$ cat config.mk
export PLATFORM = sky130hd
export DESIGN_NAME = pp_cmd_driver_flat
export DESIGN_NICKNAME = d
export VERILOG_FILES = /design/src/rtl/pp_cmd_driver_if.sv /design/src/rtl/pp_cmd_driver.sv /design/src/flat_wrapper.sv
export SDC_FILE = /design/constraint.sdc
export NUM_CORES = 1
export LEC_CHECK = 0
export CORE_MARGIN = 2
export CORE_UTILIZATION = 35
export CTS_CLUSTER_SIZE = 25
export DETAILED_ROUTE_END_ITERATION = 6
export PLACE_DENSITY_LB_ADDON = 0.15
export SLEW_MARGIN = 20
export SYNTH_ARGS = -nofsm -noshare
export SYNTH_HDL_FRONTEND = slang
export SYNTH_SLANG_ARGS = --single-unit
$ cat constraint.sdc
create_clock -name clk -period 2.72 [get_ports clk]
set_clock_uncertainty 0.2 [all_clocks]
set_input_delay 0.408 -clock clk [delete_from_list [all_inputs] [get_ports clk]]
set_output_delay 0.408 -clock clk [all_outputs]
set_load 0.01 [all_outputs]
$ cat src/rtl/pp_cmd_driver_if.sv
// Bundle between the pp command driver, its host request/response streams and the pp operator core.
// The master modport is the driver's view; slave is the view of everything around it.
interface pp_cmd_driver_if #(
    parameter int DATA_W = 32,
    parameter int CMD_W  = 4
);
    logic              req_valid;
    logic              req_ready;
    logic [CMD_W-1:0]  req_cmd;
    logic [DATA_W-1:0] req_in1;
    logic [DATA_W-1:0] req_in2;

    logic              pp_reset;
    logic              pp_enable;
    logic [CMD_W-1:0]  pp_cmd;
    logic [DATA_W-1:0] pp_in1;
    logic [DATA_W-1:0] pp_in2;
    logic [DATA_W-1:0] pp_fpout;
    logic [DATA_W-1:0] pp_fxout;
    logic              pp_valid;

    logic              rsp_valid;
    logic              rsp_ready;
    logic [DATA_W-1:0] rsp_fpout;
    logic [DATA_W-1:0] rsp_fxout;
    logic              rsp_timeout;

    logic [15:0]       done_count;
    logic [15:0]       timeout_count;

    modport master (
        input  req_valid, req_cmd, req_in1, req_in2,
        output req_ready,
        output pp_reset, pp_enable, pp_cmd, pp_in1, pp_in2,
        input  pp_fpout, pp_fxout, pp_valid,
        output rsp_valid, rsp_fpout, rsp_fxout, rsp_timeout,
        input  rsp_ready,
        output done_count, timeout_count
    );

    modport slave (
        output req_valid, req_cmd, req_in1, req_in2,
        input  req_ready,
        input  pp_reset, pp_enable, pp_cmd, pp_in1, pp_in2,
        output pp_fpout, pp_fxout, pp_valid,
        input  rsp_valid, rsp_fpout, rsp_fxout, rsp_timeout,
        output rsp_ready,
        input  done_count, timeout_count
    );
endinterface

$ cat src/rtl/pp_cmd_driver.sv
// Issues one host request at a time to the pp operator core, returns its result, and resets the
// core at start-up and whenever it fails to answer within TIMEOUT wait cycles.
module pp_cmd_driver #(
    parameter int DATA_W     = 32,
    parameter int CMD_W      = 4,
    parameter int TIMEOUT    = 64,
    parameter int RST_CYCLES = 4
) (
    input  logic clk,
    input  logic reset,
    pp_cmd_driver_if.master bus
);
    localparam int TIMER_MAX = (TIMEOUT > RST_CYCLES) ? TIMEOUT : RST_CYCLES;
    localparam int TIMER_W   = $clog2(TIMER_MAX + 1);

    typedef enum logic [2:0] {
        S_INIT,
        S_IDLE,
        S_ISSUE,
        S_WAIT,
        S_RECOVER,
        S_RESP
    } state_t;

    state_t            state_q, state_d;
    logic [TIMER_W-1:0] timer_q, timer_d;
    logic              pp_reset_q, pp_reset_d;
    logic              pp_enable_q, pp_enable_d;
    logic              req_ready_q, req_ready_d;
    logic [CMD_W-1:0]  pp_cmd_q, pp_cmd_d;
    logic [DATA_W-1:0] pp_in1_q, pp_in1_d;
    logic [DATA_W-1:0] pp_in2_q, pp_in2_d;
    logic              rsp_valid_q, rsp_valid_d;
    logic [DATA_W-1:0] rsp_fpout_q, rsp_fpout_d;
    logic [DATA_W-1:0] rsp_fxout_q, rsp_fxout_d;
    logic              rsp_timeout_q, rsp_timeout_d;
    logic [15:0]       done_count_q, done_count_d;
    logic [15:0]       timeout_count_q, timeout_count_d;

    always_comb begin
        state_d         = state_q;
        timer_d         = timer_q;
        pp_reset_d      = pp_reset_q;
        pp_enable_d     = pp_enable_q;
        req_ready_d     = req_ready_q;
        pp_cmd_d        = pp_cmd_q;
        pp_in1_d        = pp_in1_q;
        pp_in2_d        = pp_in2_q;
        rsp_valid_d     = rsp_valid_q;
        rsp_fpout_d     = rsp_fpout_q;
        rsp_fxout_d     = rsp_fxout_q;
        rsp_timeout_d   = rsp_timeout_q;
        done_count_d    = done_count_q;
        timeout_count_d = timeout_count_q;

        case (state_q)
            S_INIT: begin
                if (timer_q == TIMER_W'(RST_CYCLES - 1)) begin
                    state_d     = S_IDLE;
                    timer_d     = '0;
                    pp_reset_d  = 1'b0;
                    req_ready_d = 1'b1;
                end else begin
                    timer_d = timer_q + TIMER_W'(1);
                end
            end
            S_IDLE: begin
                if (bus.req_valid && req_ready_q) begin
                    state_d     = S_ISSUE;
                    req_ready_d = 1'b0;
                    pp_enable_d = 1'b1;
                    pp_cmd_d    = bus.req_cmd;
                    pp_in1_d    = bus.req_in1;
                    pp_in2_d    = bus.req_in2;
                end
            end
            S_ISSUE: begin
                state_d     = S_WAIT;
                pp_enable_d = 1'b0;
                timer_d     = '0;
            end
            S_WAIT: begin
                // A result arriving on the expiry cycle still wins over the timeout.
                if (bus.pp_valid) begin
                    state_d       = S_RESP;
                    rsp_valid_d   = 1'b1;
                    rsp_fpout_d   = bus.pp_fpout;
                    rsp_fxout_d   = bus.pp_fxout;
                    rsp_timeout_d = 1'b0;
                    timer_d       = '0;
                end else if (timer_q == TIMER_W'(TIMEOUT - 1)) begin
                    state_d    = S_RECOVER;
                    pp_reset_d = 1'b1;
                    timer_d    = '0;
                end else begin
                    timer_d = timer_q + TIMER_W'(1);
                end
            end
            S_RECOVER: begin
                if (timer_q == TIMER_W'(RST_CYCLES - 1)) begin
                    state_d       = S_RESP;
                    timer_d       = '0;
                    pp_reset_d    = 1'b0;
                    rsp_valid_d   = 1'b1;
                    rsp_fpout_d   = '0;
                    rsp_fxout_d   = '0;
                    rsp_timeout_d = 1'b1;
                    if (timeout_count_q != 16'hFFFF) begin
                        timeout_count_d = timeout_count_q + 16'd1;
                    end
                end else begin
                    timer_d = timer_q + TIMER_W'(1);
                end
            end
            S_RESP: begin
                if (bus.rsp_ready) begin
                    state_d     = S_IDLE;
                    rsp_valid_d = 1'b0;
                    req_ready_d = 1'b1;
                    if (!rsp_timeout_q && done_count_q != 16'hFFFF) begin
                        done_count_d = done_count_q + 16'd1;
                    end
                end
            end
            default: begin
                state_d     = S_INIT;
                timer_d     = '0;
                pp_reset_d  = 1'b1;
                pp_enable_d = 1'b0;
                req_ready_d = 1'b0;
                rsp_valid_d = 1'b0;
            end
        endcase
    end

    always_ff @(posedge clk) begin
        if (reset) begin
            state_q         <= S_INIT;
            timer_q         <= '0;
            pp_reset_q      <= 1'b1;
            pp_enable_q     <= 1'b0;
            req_ready_q     <= 1'b0;
            pp_cmd_q        <= '0;
            pp_in1_q        <= '0;
            pp_in2_q        <= '0;
            rsp_valid_q     <= 1'b0;
            rsp_fpout_q     <= '0;
            rsp_fxout_q     <= '0;
            rsp_timeout_q   <= 1'b0;
            done_count_q    <= '0;
            timeout_count_q <= '0;
        end else begin
            state_q         <= state_d;
            timer_q         <= timer_d;
            pp_reset_q      <= pp_reset_d;
            pp_enable_q     <= pp_enable_d;
            req_ready_q     <= req_ready_d;
            pp_cmd_q        <= pp_cmd_d;
            pp_in1_q        <= pp_in1_d;
            pp_in2_q        <= pp_in2_d;
            rsp_valid_q     <= rsp_valid_d;
            rsp_fpout_q     <= rsp_fpout_d;
            rsp_fxout_q     <= rsp_fxout_d;
            rsp_timeout_q   <= rsp_timeout_d;
            done_count_q    <= done_count_d;
            timeout_count_q <= timeout_count_d;
        end
    end

    assign bus.req_ready     = req_ready_q;
    assign bus.pp_reset      = pp_reset_q;
    assign bus.pp_enable     = pp_enable_q;
    assign bus.pp_cmd        = pp_cmd_q;
    assign bus.pp_in1        = pp_in1_q;
    assign bus.pp_in2        = pp_in2_q;
    assign bus.rsp_valid     = rsp_valid_q;
    assign bus.rsp_fpout     = rsp_fpout_q;
    assign bus.rsp_fxout     = rsp_fxout_q;
    assign bus.rsp_timeout   = rsp_timeout_q;
    assign bus.done_count    = done_count_q;
    assign bus.timeout_count = timeout_count_q;
endmodule
$ cat src/flat_wrapper.sv
// flat-port wrapper written by rule: the top's interface ports become plain ports
module pp_cmd_driver_flat 
#(
    parameter int DATA_W     = 32,
    parameter int CMD_W      = 4,
    parameter int TIMEOUT    = 64,
    parameter int RST_CYCLES = 4
)
  (clk, reset, bus_req_valid, bus_req_cmd, bus_req_in1, bus_req_in2, bus_req_ready, bus_pp_reset, bus_pp_enable, bus_pp_cmd, bus_pp_in1, bus_pp_in2, bus_pp_fpout, bus_pp_fxout, bus_pp_valid, bus_rsp_valid, bus_rsp_fpout, bus_rsp_fxout, bus_rsp_timeout, bus_rsp_ready, bus_done_count, bus_timeout_count);
  pp_cmd_driver_if #(.DATA_W(DATA_W), .CMD_W(CMD_W)) bus_i ();
  input  logic clk;
  input  logic reset;
  input wire logic [$bits(bus_i.req_valid)-1:0] bus_req_valid;
  input wire logic [$bits(bus_i.req_cmd)-1:0] bus_req_cmd;
  input wire logic [$bits(bus_i.req_in1)-1:0] bus_req_in1;
  input wire logic [$bits(bus_i.req_in2)-1:0] bus_req_in2;
  output wire logic [$bits(bus_i.req_ready)-1:0] bus_req_ready;
  output wire logic [$bits(bus_i.pp_reset)-1:0] bus_pp_reset;
  output wire logic [$bits(bus_i.pp_enable)-1:0] bus_pp_enable;
  output wire logic [$bits(bus_i.pp_cmd)-1:0] bus_pp_cmd;
  output wire logic [$bits(bus_i.pp_in1)-1:0] bus_pp_in1;
  output wire logic [$bits(bus_i.pp_in2)-1:0] bus_pp_in2;
  input wire logic [$bits(bus_i.pp_fpout)-1:0] bus_pp_fpout;
  input wire logic [$bits(bus_i.pp_fxout)-1:0] bus_pp_fxout;
  input wire logic [$bits(bus_i.pp_valid)-1:0] bus_pp_valid;
  output wire logic [$bits(bus_i.rsp_valid)-1:0] bus_rsp_valid;
  output wire logic [$bits(bus_i.rsp_fpout)-1:0] bus_rsp_fpout;
  output wire logic [$bits(bus_i.rsp_fxout)-1:0] bus_rsp_fxout;
  output wire logic [$bits(bus_i.rsp_timeout)-1:0] bus_rsp_timeout;
  input wire logic [$bits(bus_i.rsp_ready)-1:0] bus_rsp_ready;
  output wire logic [$bits(bus_i.done_count)-1:0] bus_done_count;
  output wire logic [$bits(bus_i.timeout_count)-1:0] bus_timeout_count;
  assign bus_i.req_valid = bus_req_valid;
  assign bus_i.req_cmd = bus_req_cmd;
  assign bus_i.req_in1 = bus_req_in1;
  assign bus_i.req_in2 = bus_req_in2;
  assign bus_req_ready = bus_i.req_ready;
  assign bus_pp_reset = bus_i.pp_reset;
  assign bus_pp_enable = bus_i.pp_enable;
  assign bus_pp_cmd = bus_i.pp_cmd;
  assign bus_pp_in1 = bus_i.pp_in1;
  assign bus_pp_in2 = bus_i.pp_in2;
  assign bus_i.pp_fpout = bus_pp_fpout;
  assign bus_i.pp_fxout = bus_pp_fxout;
  assign bus_i.pp_valid = bus_pp_valid;
  assign bus_rsp_valid = bus_i.rsp_valid;
  assign bus_rsp_fpout = bus_i.rsp_fpout;
  assign bus_rsp_fxout = bus_i.rsp_fxout;
  assign bus_rsp_timeout = bus_i.rsp_timeout;
  assign bus_i.rsp_ready = bus_rsp_ready;
  assign bus_done_count = bus_i.done_count;
  assign bus_timeout_count = bus_i.timeout_count;
  pp_cmd_driver #(.DATA_W(DATA_W), .CMD_W(CMD_W), .TIMEOUT(TIMEOUT), .RST_CYCLES(RST_CYCLES)) u_core (.clk(clk), .reset(reset), .bus(bus_i));
endmodule
==> flow_metrics.env <==
export IMPL_status="finished, final reports clean"
export IMPL_start_util_pct=35.5
export IMPL_end_kind="register"
export IMPL_dieHeight_um=144
export IMPL_grt_most_used_layer="met2"
export IMPL_synth_seq_area_share_pct=52.0
export IMPL_fmax_mhz=411
export IMPL_detail_route_first_pass_iterations=5
export IMPL_antenna_found_initial=0
export IMPL_seq_area_um2=3580
export IMPL_coreArea_um2=19400
export IMPL_ys_warn_count=0
export IMPL_crit_chain="ha_1 -> nor2b_2 -> nand4_4 -> nor2b_4 -> buf_12 -> a22oi_1 -> nor2_1"
export IMPL_max_cap_violations=0
export IMPL_dieArea_um2=20800
export IMPL_min_period_ps=2430
export IMPL_n_antenna_cell=0
export IMPL_grt_pass1_wl_um=30700
export IMPL_synth_xor_area_share_pct=3.05
export IMPL_overflow=0
export IMPL_cts_tree="done"
export IMPL_synth_enable_flop_cells=0
export IMPL_synthArstFlopShare_pct=0
export IMPL_power_leakage_nw=3.69
export IMPL_synth_fa_ha_area_share_pct=0.545
export IMPL_avgSynthCellArea_um2=8.67
export IMPL_multi_input_area_um2=3000
export IMPL_place_congestion=0.767
export IMPL_cp_start_kind="register"
export IMPL_crit_buf_inv=1
export IMPL_synthMuxAreaShare_pct=0.436
export IMPL_ys_types=51
export IMPL_clock_latency_ps=420
export IMPL_synth_compound_area_share_pct=16.0
export IMPL_die_w_um=144
export IMPL_final_area_um2=10800
export IMPL_finalHoldViolations=0
export IMPL_criticalPathCategory="register to register"
export IMPL_setup_viol=0
export IMPL_use_met3_pct=8.28
export IMPL_drt_initial_drc_count=260
export IMPL_cp_required_ps=2870
export IMPL_synthSimpleGateAreaFrac_pct=23.3
export IMPL_final_cell_mix="304 x clkdlybuf4s50_1, 179 x dfxtp_1, 159 x nand2_1"
export IMPL_synthFlopType="dfxtp_1"
export IMPL_place_hpwl_um=13900
export IMPL_hold_buffers=0
export IMPL_final_common_cell="clkdlybuf4s50_1"
export IMPL_use_met1_pct=22.3
export IMPL_routed_via_count=6498
export IMPL_finalMaxSlewViolations=0
export IMPL_io_buffers=305
export IMPL_timing_hold_ws_ps=190
export IMPL_wl_um=20100
export IMPL_antenna_left=0
export IMPL_cts_made_buffers=17
export IMPL_final_nets=1216
export IMPL_postPlaceCellArea_um2=10200
export IMPL_io_pins=306
export IMPL_tns_ps=0
export IMPL_clk_pin_slew_ps=70
export IMPL_cp_slowest_stage_delay_ps=690
export IMPL_grt_use_met2_pct=29.3
export IMPL_numClockSinks=179
export IMPL_grt_pass1_vias=5970
export IMPL_postCtsSetupBuffers=0
export IMPL_grt_max_degree=66
export IMPL_worstPathArrival_ps=2590
export IMPL_ctsResizeCount=0
export IMPL_rsz0062_at_grt="false"
export IMPL_nFillCells=1838
export IMPL_cp_slowest_cell="nor2b_4"
export IMPL_vias_per_cell=4.80
export IMPL_p_per_area_nw_per_um2=527
export IMPL_worst_pin_slew_ps=818
export IMPL_drive_above_1_share_pct=6.15
export IMPL_clock_root_buffer="clkbuf_16"
export IMPL_area_growth_pct=56.2
export IMPL_ir_drop_uv=406
export IMPL_finalCritPeriodShare_pct=89.5
export IMPL_min_path_type="primary input to register"
export IMPL_clk_path_buf_depth=2
export IMPL_grt_use_total_pct=18.6
export IMPL_synthCells=794
export IMPL_htreeDepth=4
export IMPL_rows=51
export IMPL_wl_per_cell_um=14.8
export IMPL_synth_seq_cells=179
export IMPL_synthesis_nets=934
export IMPL_critPathTopFamily="simple AND/OR/NAND/NOR gates"
export IMPL_drc=0
export IMPL_crit_fanout=33
export IMPL_synth_top_family_by_area="simple AND/OR/NAND/NOR gates"
export IMPL_relSlewSlack_pct=45.3
export IMPL_syn_area_um2=6890
[cell usage after synthesis (5+ instances only)]
cell,instances,area share (%)
a21oi_1,81,5.9
nand2_1,159,8.7
clkbuf_1,33,1.8
xnor2_1,14,1.8
dfxtp_1,179,52
nor3_2,5,0.73
nand4_1,16,1.5
nor3_1,6,0.44
a31oi_1,8,0.73
buf_2,16,1.2
buf_6,8,1.3
a22oi_1,66,7.2
o21ai_0,5,0.36
nor2_1,111,6.0
xor2_1,10,1.3
nand3_1,18,1.3
[metal layers]
metal  vias up  routed length, µm
met4         0                470
met5         -                  0
met1      2966               8270
li1       3298                  -
met3        25               1970
met2       209               9340
[sequential cells by signal, indices dropped and copies added, names as in the netlist]
register	cells
u_core.bus.pp_in1	32
u_core.bus.rsp_fpout	32
u_core.state_q	3
u_core.bus.pp_enable	1
u_core.bus.timeout_count	16
u_core.bus.rsp_fxout	32
u_core.bus.pp_in2	32
u_core.bus.rsp_timeout	1
u_core.bus.rsp_valid	1
u_core.bus.done_count	16
u_core.bus.req_ready	1
u_core.timer_q	7
u_core.bus.pp_reset	1
u_core.bus.pp_cmd	4
[per-stage QoR]
stage,power (mW),setup slack (ps),util (%),cells
CTS,5.76,263,55.5,1354
finish,5.67,285,55.5,1354
global placement,3.25,280,52.4,1322
detailed placement,3.26,267,52.4,1322
floorplan,2.96,655,-,794
global route,5.92,106,55.5,1354
[worst register-to-register path: stages, from the launching register on]
cell     delay [ps]
dfxtp_1         350
ha_1            280
nor2b_2         230
nand4_4         110
nor2b_4         690
buf_12          300
a22oi_1         100
nor2_1          130
[power by group]
group	switching (mW)	internal, mW	total (mW)
clock network	1.13	1.34	2.47
registers	0.0369	2.66	2.69
logic	0.204	0.296	0.500
total	1.37	4.29	5.67
[cell type report]
class	count	share of cell area, %
clock inverter	14	1.50
sequential	179	33.3
clock buffer	18	4.08
inverter	4	0.140
timing repair buffer	321	30.0
tap	265	3.08
multi-input combinational	553	27.9
[path summary, 6_finish.rpt]
check	startpoint	to	slack [ps]	cells past startpoint
worst min-delay path	reset	u_core.bus.timeout_count[0]	190	2
worst max-delay path	u_core.timer_q[0]	u_core.bus.rsp_fxout[6]	290	7
worst max register to register	u_core.timer_q[0]	u_core.bus.rsp_fxout[6]	290	7
worst min register to register	u_core.bus.pp_in2[0]	u_core.bus.pp_in2[0]	250	2
[cell families (layout without fill, tap and decap cells)]
family,Yosys count,in the layout
AND/OR/NAND/NOR,348,348
flip-flops,179,179
AO/OA/AOI/OAI,175,175
buffers and inverters,62,357
XOR/XNOR,24,24
adder cells (fa/ha/maj),3,3
multiplexers,3,3
Power figures use the tool's default switching activity.
==> RTL change, RTL diff (same flow settings) <==
Encoding of `state_t`: now one-hot (6 bits for 6 states).
--- a/src/rtl/pp_cmd_driver.sv
+++ b/src/rtl/pp_cmd_driver.sv
@@ -13,13 +13,13 @@
     localparam int TIMER_MAX = (TIMEOUT > RST_CYCLES) ? TIMEOUT : RST_CYCLES;
     localparam int TIMER_W   = $clog2(TIMER_MAX + 1);
 
-    typedef enum logic [2:0] {
-        S_INIT,
-        S_IDLE,
-        S_ISSUE,
-        S_WAIT,
-        S_RECOVER,
-        S_RESP
+    typedef enum logic [5:0] {
+        S_INIT    = 6'b000001,
+        S_IDLE    = 6'b000010,
+        S_ISSUE   = 6'b000100,
+        S_WAIT    = 6'b001000,
+        S_RECOVER = 6'b010000,
+        S_RESP    = 6'b100000
     } state_t;
 
     state_t            state_q, state_d;
Formal check against the unedited RTL: same outputs for any inputs over 10 cycles, from zero or initial values and one cycle with reset high; not proved beyond that.
==> RTL change against the unedited design <==
Power is 3.5% higher. Largest cell class unchanged. Synthesized area up 2.7%. Utilization rose by 0.088 points. Sequential cell count grew 3. Sequential share of layout area rose by 0.065 points. Worst setup slack better by 88 ps. Via count up 4.5%. Non-clock buffer count shrank 2. Cell area increased by 1.5%. Fmax up 3.8%. Critical path depth fell by 1. Wire length up 5.8%.
==> RTL change: results (changes against the unedited design) <==
\begin{tabular}{lr}
\hline
Metric & Value \\
\hline
\multicolumn{2}{l}{\textbf{Worst setup path}} \\
CP Data Arrival Time & 2440 ps (-150 ps) \\
Register-to-Register Path Depth & 6 (-1) \\
Maximum fanout encountered on the critical timing path & 6 (-82\%) \\
\multicolumn{2}{l}{\textbf{Place}} \\
Post-placement cell count & 1348 (+2.0\%) \\
HPWL after DPL & 14500 µm (+4.5\%) \\
RePlAce Congestion & 0.804 (+4.8\%) \\
\multicolumn{2}{l}{\textbf{Yosys}} \\
Yosys Warn Count & 0 (unchanged) \\
Leading cell types by count after synthesis & 182 x sky130\_fd\_sc\_hd\_\_dfxtp\_1, 163 x sky130\_fd\_sc\_hd\_\_nand2\_1, 106 x sky130\_fd\_sc\_hd\_\_nor2\_1 \\
Top post-synthesis cells by area & sky130\_fd\_sc\_hd\_\_dfxtp\_1 52\%, sky130\_fd\_sc\_hd\_\_nand2\_1 8.7\%, sky130\_fd\_sc\_hd\_\_a22oi\_1 7.0\%, sky130\_fd\_sc\_hd\_\_nor2\_1 5.6\%, sky130\_fd\_sc\_hd\_\_a21oi\_1 5.2\% \\
Cells after synthesis & 824 (+3.8\%) \\
Net count of the mapped netlist & 964 (+3.2\%) \\
Portion of the post-synthesis area used by sequential elements & 51.5\% (-0.49 points) \\
\multicolumn{2}{l}{\textbf{Layout}} \\
Number of inserted filler cells in the final layout & 1891 (+2.9\%) \\
Fraction of layout instances using a drive strength above 1 & 5.30\% (-0.86 points) \\
Non-filler instance count after layout & 1379 (+1.8\%) \\
Layout Nets & 1242 (+2.1\%) \\
\multicolumn{2}{l}{\textbf{Global route}} \\
All-layer global routing usage & 19.2\% (+0.54 points) \\
Wire length of the first global-routing pass & 33700 µm (+9.8\%) \\
Via count of the first global-routing pass & 6340 (+6.2\%) \\
Pin count of the biggest net entering global routing & 69 (+4.5\%) \\
\multicolumn{2}{l}{\textbf{Power and ir drop}} \\
Standby leakage power & 3.69 nW (-0.21\%) \\
Net Switching & 1.49 mW (+8.6\%) \\
Maximum resistive drop on vdd & 0.398 mV (-1.9\%) \\
\multicolumn{2}{l}{\textbf{Drt}} \\
Total Wirelength & 21200 µm (+5.8\%) \\
Initial DRC Count & 339 (+30\%) \\
Vias after detailed routing & 6788 (+4.5\%) \\
\multicolumn{2}{l}{\textbf{Clock network}} \\
Cell chosen for the clock root & sky130\_fd\_sc\_hd\_\_clkbuf\_16 \\
\multicolumn{2}{l}{\textbf{Run status}} \\
Result of the run & finished, final reports clean \\
\multicolumn{2}{l}{\textbf{STA}} \\
Relative slew margins & 63.5\% (+18 points) \\
\hline
\end{tabular}
RTL change: cell types whose count changed after synthesis, moves of 7 or more:
cell                      unedited run  this run
sky130_fd_sc_hd__a31oi_1             8         0
sky130_fd_sc_hd__a21oi_1            81        73
sky130_fd_sc_hd__buf_6               8         0
sky130_fd_sc_hd__nand3_1            18        10
sky130_fd_sc_hd__nor2b_1             2         9
sky130_fd_sc_hd__nor3_1              6        19
sky130_fd_sc_hd__nor4_1              2        12
sky130_fd_sc_hd__xnor2_1            14        25
RTL change: worst max-delay path, cell delays in order (launching register included):
cell and delay [ps]:
sky130_fd_sc_hd__dfxtp_1 410, sky130_fd_sc_hd__ha_1 270, sky130_fd_sc_hd__nor2b_1 320, sky130_fd_sc_hd__and2_1 270
sky130_fd_sc_hd__o22a_2 250, sky130_fd_sc_hd__nand2_1 160, sky130_fd_sc_hd__a311o_1 340
RTL change: path summary, 6_finish.rpt:
path	end	slack [ps]
max	u_core.bus.rsp_valid	370
min	u_core.bus.timeout_count[0]	150
max reg2reg	u_core.bus.rsp_valid	370
min reg2reg	u_core.bus.pp_in2[0]	250
RTL change: through the flow:
step                      utilization [%]  hold WS (ps)  worst slack, ps  area, µm²  power (mW)
after detailed placement             52.7           246              243      10400        3.53
final                                55.5           154              373      10900        5.86
after CTS                            55.5           142              371      10900        5.93
after floorplan                         -           281              615       7070        3.20
after global placement               52.7           241              314      10400        3.53
after global routing                 55.5           160              191      10900        6.12
RTL change: cells by family after synthesis:
kind of cell | share of synthesized area [%]
xor gates and xnor gates | 3.96
AOI/OAI and AO/OA | 15.7
muxes | 0.319
adders and majority gates | 0.531
and+or+nand+nor | 24.0
DFF | 51.5
buffers and inverters | 4.02
RTL change: routing by layer:
layer | vias to the layer above | GRT usage, % | share of wire, %
met1 | 3120 | 25.0 | 45
li1 | 3405 | - | -
met3 | 14 | 7.38 | 9.5
met5 | - | 0 | 0
met4 | 0 | 5.68 | 1.1
met2 | 249 | 29.6 | 45
RTL change: final cells by class:
type                    instances  area share [%]
clock buffers                  19            4.06
clock inverters                12            1.09
inverters                       3           0.103
multi-input cells             579            28.9
flip-flops and latches        182            33.4
well taps                     265            3.04
repair buffers                319            29.4
RTL change: power groups by stage:
stage | sequential, mW | clock, mW | combinational (mW)
detailed placement | 2.85 | 0 | 0.688
finish | 2.78 | 2.39 | 0.687
global placement | 2.84 | 0 | 0.687
CTS | 2.78 | 2.46 | 0.692
global route | 2.79 | 2.57 | 0.760
floorplan | 2.80 | 0 | 0.402
